**config.mk**
```make
export PLATFORM = sky130hd
export DESIGN_NAME = seg_scan_decoder
export DESIGN_NICKNAME = d
export VERILOG_FILES = /design/src/rtl/seg_scan_decoder.sv
export SDC_FILE = /design/constraint.sdc
export NUM_CORES = 1
export LEC_CHECK = 0
export CAP_MARGIN = 20
export CORE_MARGIN = 5
export CORE_UTILIZATION = 45
export CTS_CLUSTER_DIAMETER = 200
export DETAILED_ROUTE_END_ITERATION = 16
export GPL_TIMING_DRIVEN = 0
export HOLD_SLACK_MARGIN = 0.1
export PLACE_DENSITY = 0.75
export SETUP_SLACK_MARGIN = 0.4
export SYNTH_ARGS = -nofsm -noshare
export SYNTH_HDL_FRONTEND = slang
export SYNTH_SLANG_ARGS = --single-unit
```
**constraint.sdc**
```tcl
create_clock -name clk -period 6.4 [get_ports clk]
set_input_delay 0.64 -clock clk [delete_from_list [all_inputs] [get_ports clk]]
set_output_delay 0.64 -clock clk [all_outputs]
set_load 0.01 [all_outputs]
```
**src/rtl/seg_scan_decoder.sv**
```systemverilog
// -----------------------------------------------------------------------------
// seg_scan_decoder
//   Receive-side decoder for a multiplexed 7-segment display bus. The bus is
//   sampled every clock, each digit pattern must be stable for STABLE_CYC
//   samples before it is accepted, accepted patterns are decoded back to a
//   4-bit code, and NUM_DIG digits (scanned in order 0..NUM_DIG-1) are
//   assembled into a frame that is handed downstream over valid/ready.
//
// Ports
//   clk        system clock, rising edge
//   rst        synchronous active-high reset
//   seg        segment pattern {a,b,c,d,e,f,g}, 1 = lit
//   sel_n      active-low one-hot digit select, all-ones = blanking
//   digits     decoded frame, digit i in bits [4i+3:4i]
//   dig_err    per-digit decode error flags for the presented frame
//   out_valid  frame available
//   out_ready  consumer accepts the frame
//   seq_err    one-cycle pulse on a digit-order violation
//   overrun    sticky: a completed frame was dropped under backpressure
// -----------------------------------------------------------------------------
module seg_scan_decoder #(
  parameter int NUM_DIG    = 4,
  parameter int STABLE_CYC = 4
) (
  input  logic                   clk,
  input  logic                   rst,
  input  logic [6:0]             seg,
  input  logic [NUM_DIG-1:0]     sel_n,
  output logic [4*NUM_DIG-1:0]   digits,
  output logic [NUM_DIG-1:0]     dig_err,
  output logic                   out_valid,
  input  logic                   out_ready,
  output logic                   seq_err,
  output logic                   overrun
);

  localparam int              IW     = $clog2(NUM_DIG);
  localparam logic [IW-1:0]   LAST   = IW'(NUM_DIG - 1);
  localparam logic [7:0]      STABLE = 8'(STABLE_CYC);

  typedef enum logic [1:0] {WAIT0, COLLECT, COMPLETE} state_t;

  // True when exactly one select line is low (a real digit, not blanking or
  // an overlap between two digits).
  function automatic logic one_low(input logic [NUM_DIG-1:0] s);
    int n;
    n = 0;
    for (int i = 0; i < NUM_DIG; i++) begin
      if (!s[i]) n++;
    end
    return (n == 1);
  endfunction

  function automatic logic [IW-1:0] low_idx(input logic [NUM_DIG-1:0] s);
    logic [IW-1:0] idx;
    idx = '0;
    for (int i = 0; i < NUM_DIG; i++) begin
      if (!s[i]) idx = IW'(i);
    end
    return idx;
  endfunction

  // ---------------------------------------------------------------------------
  // Sample register and stability filter
  // ---------------------------------------------------------------------------
  logic [6:0]         samp_seg;
  logic [NUM_DIG-1:0] samp_sel;
  logic [7:0]         cnt;
  logic [7:0]         cnt_next;
  logic               same;
  logic               acc;
  logic               acc_next;

  assign same     = (seg == samp_seg) && (sel_n == samp_sel);
  assign cnt_next = !same ? 8'd1 : (cnt == 8'hFF) ? cnt : cnt + 8'd1;
  // Fire only on the transition into STABLE; the "!same" term lets a fresh
  // pattern fire even when the previous one also sat at STABLE (STABLE_CYC=1),
  // while a saturated count held at STABLE never re-fires.
  assign acc_next = one_low(sel_n) && (cnt_next == STABLE) && (!same || cnt != STABLE);

  // NOTE: sequential state is updated with non-blocking assignments so every
  // flop samples the pre-edge values regardless of statement order.
  always_ff @(posedge clk) begin
    if (rst) begin
      samp_seg <= '0;
      samp_sel <= '1;
      cnt      <= '0;
      acc      <= 1'b0;
    end else begin
      samp_seg <= seg;
      samp_sel <= sel_n;
      cnt      <= cnt_next;
      acc      <= acc_next;
    end
  end

  // ---------------------------------------------------------------------------
  // Pattern decode of the accepted sample
  // ---------------------------------------------------------------------------
  logic [3:0]    dec_code;
  logic          dec_err;
  logic [IW-1:0] acc_idx;

  assign acc_idx = low_idx(samp_sel);

  // NOTE: every always_comb output gets a default first so no path leaves a
  // value unassigned, which would otherwise infer a latch.
  always_comb begin
    dec_code = 4'hF;
    dec_err  = 1'b0;
    unique case (samp_seg)
      7'b1111110: dec_code = 4'd0;
      7'b0110000: dec_code = 4'd1;
      7'b1101101: dec_code = 4'd2;
      7'b1111001: dec_code = 4'd3;
      7'b0110011: dec_code = 4'd4;
      7'b1011011: dec_code = 4'd5;
      7'b1011111: dec_code = 4'd6;
      7'b1110000: dec_code = 4'd7;
      7'b1111111: dec_code = 4'd8;
      7'b1111011: dec_code = 4'd9;
      7'b1001111: begin dec_code = 4'hE; dec_err = 1'b1; end
      default:    begin dec_code = 4'hF; dec_err = 1'b1; end
    endcase
  end

  // ---------------------------------------------------------------------------
  // Frame assembly FSM
  // ---------------------------------------------------------------------------
  state_t        state, state_n;
  logic [IW-1:0] exp_idx, exp_n;
  logic          store;
  logic          viol;

  always_comb begin
    state_n = state;
    exp_n   = exp_idx;
    store   = 1'b0;
    viol    = 1'b0;
    unique case (state)
      WAIT0: begin
        if (acc && acc_idx == '0) begin
          store   = 1'b1;
          exp_n   = IW'(1);
          state_n = COLLECT;
        end
      end
      COLLECT: begin
        if (acc) begin
          if (acc_idx == exp_idx) begin
            store = 1'b1;
            if (acc_idx == LAST) state_n = COMPLETE;
            else                 exp_n   = exp_idx + IW'(1);
          end else if (acc_idx == '0) begin
            // Scan restarted early: keep the new digit 0 as a fresh frame.
            viol  = 1'b1;
            store = 1'b1;
            exp_n = IW'(1);
          end else begin
            viol    = 1'b1;
            state_n = WAIT0;
          end
        end
      end
      COMPLETE: state_n = WAIT0;
      default:  state_n = WAIT0;
    endcase
  end

  always_ff @(posedge clk) begin
    if (rst) begin
      state   <= WAIT0;
      exp_idx <= '0;
    end else begin
      state   <= state_n;
      exp_idx <= exp_n;
    end
  end

  // NOTE: the frame buffer has no reset; every slot is rewritten before the
  // FSM can reach COMPLETE, so stale contents are never delivered.
  logic [4*NUM_DIG-1:0] frm;
  logic [NUM_DIG-1:0]   frm_err;

  always_ff @(posedge clk) begin
    if (store) begin
      frm[4*acc_idx +: 4] <= dec_code;
      frm_err[acc_idx]    <= dec_err;
    end
  end

  // ---------------------------------------------------------------------------
  // Output handshake
  // ---------------------------------------------------------------------------
  logic deliver;
  assign deliver = (state == COMPLETE);

  always_ff @(posedge clk) begin
    if (rst) begin
      digits    <= '0;
      dig_err   <= '0;
      out_valid <= 1'b0;
      seq_err   <= 1'b0;
      overrun   <= 1'b0;
    end else begin
      // Back-to-back violations cannot stretch the pulse past one cycle.
      seq_err <= viol && !seq_err;
      if (deliver) begin
        if (!out_valid || out_ready) begin
          digits    <= frm;
          dig_err   <= frm_err;
          out_valid <= 1'b1;
        end else begin
          overrun <= 1'b1;
        end
      end else if (out_valid && out_ready) begin
        out_valid <= 1'b0;
      end
    end
  end

endmodule

```
Word level (Yosys, flattened, before mapping)
Cells that the tools add are included.
Cells by class
  add/subtract/negate cells: 6
  $lt $le $gt $ge: 2
  equal/unequal tests: 28
  shift-type cells: 2
  mux-type cells: 37
  bitwise operators: 1
  reductions and logical operators: 22
Operators by type and width (count)
  $add 32x2->32 const B: 3
  $mux 32: 3
  $eq 7x7->1 const B: 9
  $pmux 4 s11: 1
  $neg 4->34: 1
  $shift 4x34->16 const A: 1
  $shiftx 4x34->16: 1
  $eq 32x2->1 const B: 1
  $mux 2: 11
  $bwmux 16: 1
  $mux 8: 2
  $eq 7x6->1 const B: 2
  $mux 1: 14
  $ne 3x3->1 const B: 4
  $reduce_or 10->1: 1
  $add 8x1->8 const B: 1
  $eq 8x3->1 const B: 1
  $eq 8x8->1 const B: 1
  $ne 8x3->1 const B: 1
  $pmux 2 s2: 2
  $eq 7x7->1: 1
  $logic_and 1x1->1: 7
  $reduce_and 2->1: 3
  $reduce_and 5->1: 1
  other kinds (18): 25
Word-level totals
  register bits after elaboration: 67
  input port bits: 14

Longest topological paths before layout
  depth in word-level cells: 10
  depth in mapped cells: 10

Worst setup path after synthesis
No wires, ideal clock.
  path type: input port to flip-flop
  start: in sel_n[0]
  end: reg acc
  setup time: 0.088 ns
  data arrival time: 2.180 ns
  required time: 6.312 ns
  setup slack: 4.132 ns
  stages: 9
  cell sequence: inv_1 -> ha_1 -> xnor2_1 -> ha_1 -> nor2b_1 -> xnor2_1 -> a311oi_1 -> o2111ai_1 -> nor4_2
On the way
  longest elaborated chain between the ends: 10
Ends and longest elaborated chain
  start: declaration: line 28  | input logic [NUM_DIG-1:0] sel_n,
  $mux 1: line 49  | if (!s[i]) n++;
  $add 32x2->32: line 49
  $mux 32: line 49
  $add 32x2->32: line 49
  $mux 32: line 49
  $add 32x2->32: line 49
  $mux 32: line 49
  $eq 32x2->1: line 51  | return (n == 1);
  $logic_and 1x1->1: line 79  | assign acc_next = one_low(sel_n) && (cnt_next == STABLE) && (!same || cnt != STABLE);
  $logic_and 1x1->1 (*): line 79
  end signal: assignment: line 93  | acc <= acc_next;
  end: declaration: line 71  | logic acc;
Every way passes the cells marked *; elsewhere a longest branch is shown, timed or not.
A chain may end at the register's enable or synchronous reset.

Worst setup path in the final report
  start: in sel_n[1]
  end: reg acc
On the way
  longest elaborated chain between the ends: 8
Ends and longest elaborated chain (line)
  $mux 32: 49
  $add 32x2->32: 49
  $mux 32: 49
  $add 32x2->32: 49
  $mux 32: 49
  $eq 32x2->1: 51
  $logic_and 1x1->1: 79
  $logic_and 1x1->1 (*): 79
Marked as above.

==> flow_summary.json <==
{
  "outcome": "finished, final reports clean",
  "grt_max_degree": 13,
  "path_max_fanout": 6,
  "drv_slew": 0,
  "cts.htree.levels": 3,
  "reg2reg_depth": 6,
  "rsz0062_at_grt": "no",
  "syn_inst": 328,
  "grtUsageTotal_pct": 14.91,
  "start_kind": "input port",
  "yosysWarningCount": 0,
  "hp-class": "register to register",
  "clockPowerShare_pct": 39.9,
  "fin_crit_sh_pct": 43.21,
  "fmax_mhz": 361.6,
  "worstReg2RegEnd": "frm[12]",
  "cellLeakagePower_nw": 1.297,
  "io_buffers": 35,
  "clk-insertion-delay-late_ns": 0.33,
  "switchingPower_mw": 0.1986,
  "rr_startpoint": "samp_seg[1]",
  "grt_pass1_vias": 2269,
  "p_comb_share_pct": 7.8,
  "wl_per_cell_um": 12.63,
  "worst-setup-path-type": "input port to register",
  "cts_made_buffers": 9,
  "numClockSinks": 67,
  "power_density_nw_per_um2": 228.5,
  "synth_area_sq_um": 3064,
  "cp.arrival_ns": 3.00,
  "worst-slew-pin-transition_ns": 0.8339,
  "yosys_most_used_dff": "dfxtp_1",
  "core_region_area_sq_um": 6719,
  "syn-num-nets": 347,
  "dp_slack_ns": 3.330,
  "antenna_found_initial": 0,
  "fin_ws_ns": 3.635,
  "async_reset_ff_share_pct": 0,
  "synth_cell_types": 52,
  "ctsResizeCount": 0,
  "post_cts_buffers": 0,
  "critPathLaunch": "sel_n[1]",
  "postSynthAreaPerCell_sq_um": 9.342,
  "ys_seq_area_share_pct": 50.31,
  "rows": 30,
  "p_sw_share_pct": 23.45,
  "grt_first_pass_wirelength_mm": 10.23,
  "drc_errors": 0,
  "required_ns": 6.63,
  "nets": 393,
  "endpoint": "acc",
  "timing.reg2reg.setup_slack_ns": 3.92,
  "cts_root_buf": "clkbuf_8",
  "drtAntennaViolNets": 0,
  "drive_above_1_share_pct": 8.443,
  "area_delta_synth_final_pct": 20.95,
  "start_util_pct": 45.61,
  "dpl.hpwl_mm": 4.268,
  "ys_ff_latch": 67,
  "internal_power_mw": 0.6483,
  "cts_tree": "built",
  "fp.dieH_um": 92.52,
  "ir_worst_vdd_mv": 0.08337,
  "maxCapViolCount": 0,
  "hold_buffers": 0,
  "cts_max_path_buffers": 2,
  "relSlewSlack_pct": 44.29,
  "pwr-share-seq_pct": 52.3,
  "finalSetupTns_ns": 0,
  "dieWidth_um": 92.52,
  "drtIter0Drc": 134,
  "die-area_sq_um": 8560,
  "via_per_inst": 5.107,
  "synth_edf_count": 20,
  "io_pins": 37,
  "antennaDiodeCount": 0,
  "cp-end-kind": "register",
  "routed_wl_mm": 5.798,
  "cts.clk_slew.worst_paths_ns": 0.07,
  "skew_ns": 0.01045,
  "via_count": 2344,
  "final-hold-violation-count": 0,
  "finalSetupViolations": 0,
  "grt-ovfl-total": 0,
  "drt-pass1-iter-count": 4,
  "period_needed_ns": 2.765,
  "place_congestion": 0.9086
}
[metrics by stage]
| step | util [%] | std cells | power (mW) | hold WS (ns) | cell area (sq um) |
|---|---|---|---|---|---|
| floorplan | - | 328 | 0.4988 | 0.4610 | 3064 |
| global placement | 52.31 | 443 | 0.5169 | 0.4433 | 3515 |
| detailed placement | 52.31 | 443 | 0.5186 | 0.4468 | 3515 |
| CTS | 55.16 | 459 | 0.8545 | 0.4568 | 3706 |
| global route | 55.16 | 459 | 0.8861 | 0.4736 | 3706 |
| finish | 55.16 | 459 | 0.8469 | 0.4536 | 3706 |
[final cells by class]
class	count	area (sq um)
inverter	7	26.28
buffer	19	88.84
multi-input combinational	235	1408
timing repair buffer	35	350.3
fill	579	3013
clock buffer	9	123.9
sequential	67	1541
clock inverter	7	67.56
tap	80	100.1
[cells in the mapped netlist, types with 2 or more instances]
library cell,number,share of area [%]
nand2_1,50,6.1
dfxtp_1,47,31
nor2_1,36,4.4
a21oi_1,29,4.7
edfxtp_1,20,20
clkbuf_1,15,1.8
nor2b_1,12,2.4
xor2_1,12,3.4
nor3_1,9,1.5
nand3_1,8,1.3
inv_1,6,0.73
nand2b_1,6,1.2
xnor2_1,6,1.7
ha_1,5,2.0
nor3b_1,5,1.2
o21ai_0,4,0.65
or2_2,4,0.82
a31oi_1,3,0.61
nand4_1,3,0.61
o21ai_1,3,0.49
a211oi_1,2,0.49
a21o_1,2,0.49
a32oi_1,2,0.57
buf_2,2,0.33
buf_6,2,0.73
mux2i_1,2,0.65
nand3b_1,2,0.49
nor4_1,2,0.41
nor4_4,2,1.4
o2111ai_1,2,0.57
o22ai_1,2,0.41
o32ai_1,2,0.57
or3b_1,2,0.57
[how the worst min path moves through the flow]
stage                     startpoint         end  slack, ns  depth (start not counted)
after CTS                 digits[15]  digits[15]       0.46                          2
after floorplan             state[1]    state[0]       0.46                          1
after global placement    digits[11]  digits[11]       0.44                          2
final                     digits[15]  digits[15]       0.45                          2
after global routing      digits[11]  digits[11]       0.47                          2
after detailed placement  digits[15]  digits[15]       0.45                          2
[power by group through the flow]
stage | Combinational (mW) | Clock (mW) | Sequential, mW
after floorplan | 0.0467 | 0 | 0.452
after global placement | 0.0643 | 0 | 0.453
after detailed placement | 0.0658 | 0 | 0.453
after CTS | 0.0661 | 0.345 | 0.443
after global routing | 0.0735 | 0.369 | 0.443
final | 0.0659 | 0.338 | 0.443
[per-layer routing]
layer / global-route usage, % / part of all wire (%)
met1: 18.50 / 48
met2: 24.71 / 46
met3: 3.249 / 4.2
met4: 6.807 / 1.7
met5: 0 / 0
[layout by cell type (no fill, tap or decap), drive strengths merged, types with 3 or more instances in the layout]
cell	netlist	final
ha	5	5
nor3b	5	5
dfxtp	47	47
edfxtp	20	20
clkinv	0	5
or3b	3	3
a21oi	29	29
buf	4	4
nand4	3	3
nand2b	6	6
nand2	50	50
clkbuf	15	24
nor4	5	5
inv	7	8
clkdlybuf4s50	0	35
nor2b	12	12
xnor2	6	6
nor3	10	10
a31oi	3	3
o21ai	7	7
xor2	13	13
nand3	8	8
or2	5	5
nor2	36	36
[critical path, cell delays in order]
cell and delay (ns):
clkdlybuf4s50_1 0.56, inv_1 0.06, ha_1 0.35, xnor2_1 0.16, ha_1 0.20, nor2b_1 0.13, xnor2_1 0.13, a311oi_1 0.27
o2111ai_1 0.19, nor4_2 0.30
[state kept, by name, indices dropped and copies added, names as in the netlist]
| signal | count |
|---|---|
| out_valid | 1 |
| digits | 16 |
| seq_err | 1 |
| cnt | 8 |
| samp_sel | 4 |
| dig_err | 4 |
| overrun | 1 |
| acc | 1 |
| state | 2 |
| frm | 16 |
| exp_idx | 2 |
| samp_seg | 7 |
| frm_err | 4 |
[cell families (layout without fill, tap and decap cells)]
group | after synthesis | in the layout | share of synthesized area (%)
muxes | 2 | 2 | 0.6534
AOI/OAI and AO/OA | 56 | 56 | 11.07
adders and majority gates | 5 | 5 | 2.042
buffers and inverters | 26 | 77 | 3.756
DFF | 67 | 67 | 50.31
xor gates and xnor gates | 19 | 19 | 5.676
and+or+nand+nor | 153 | 153 | 26.50
Note: power is estimated with default switching activity, not from simulation.
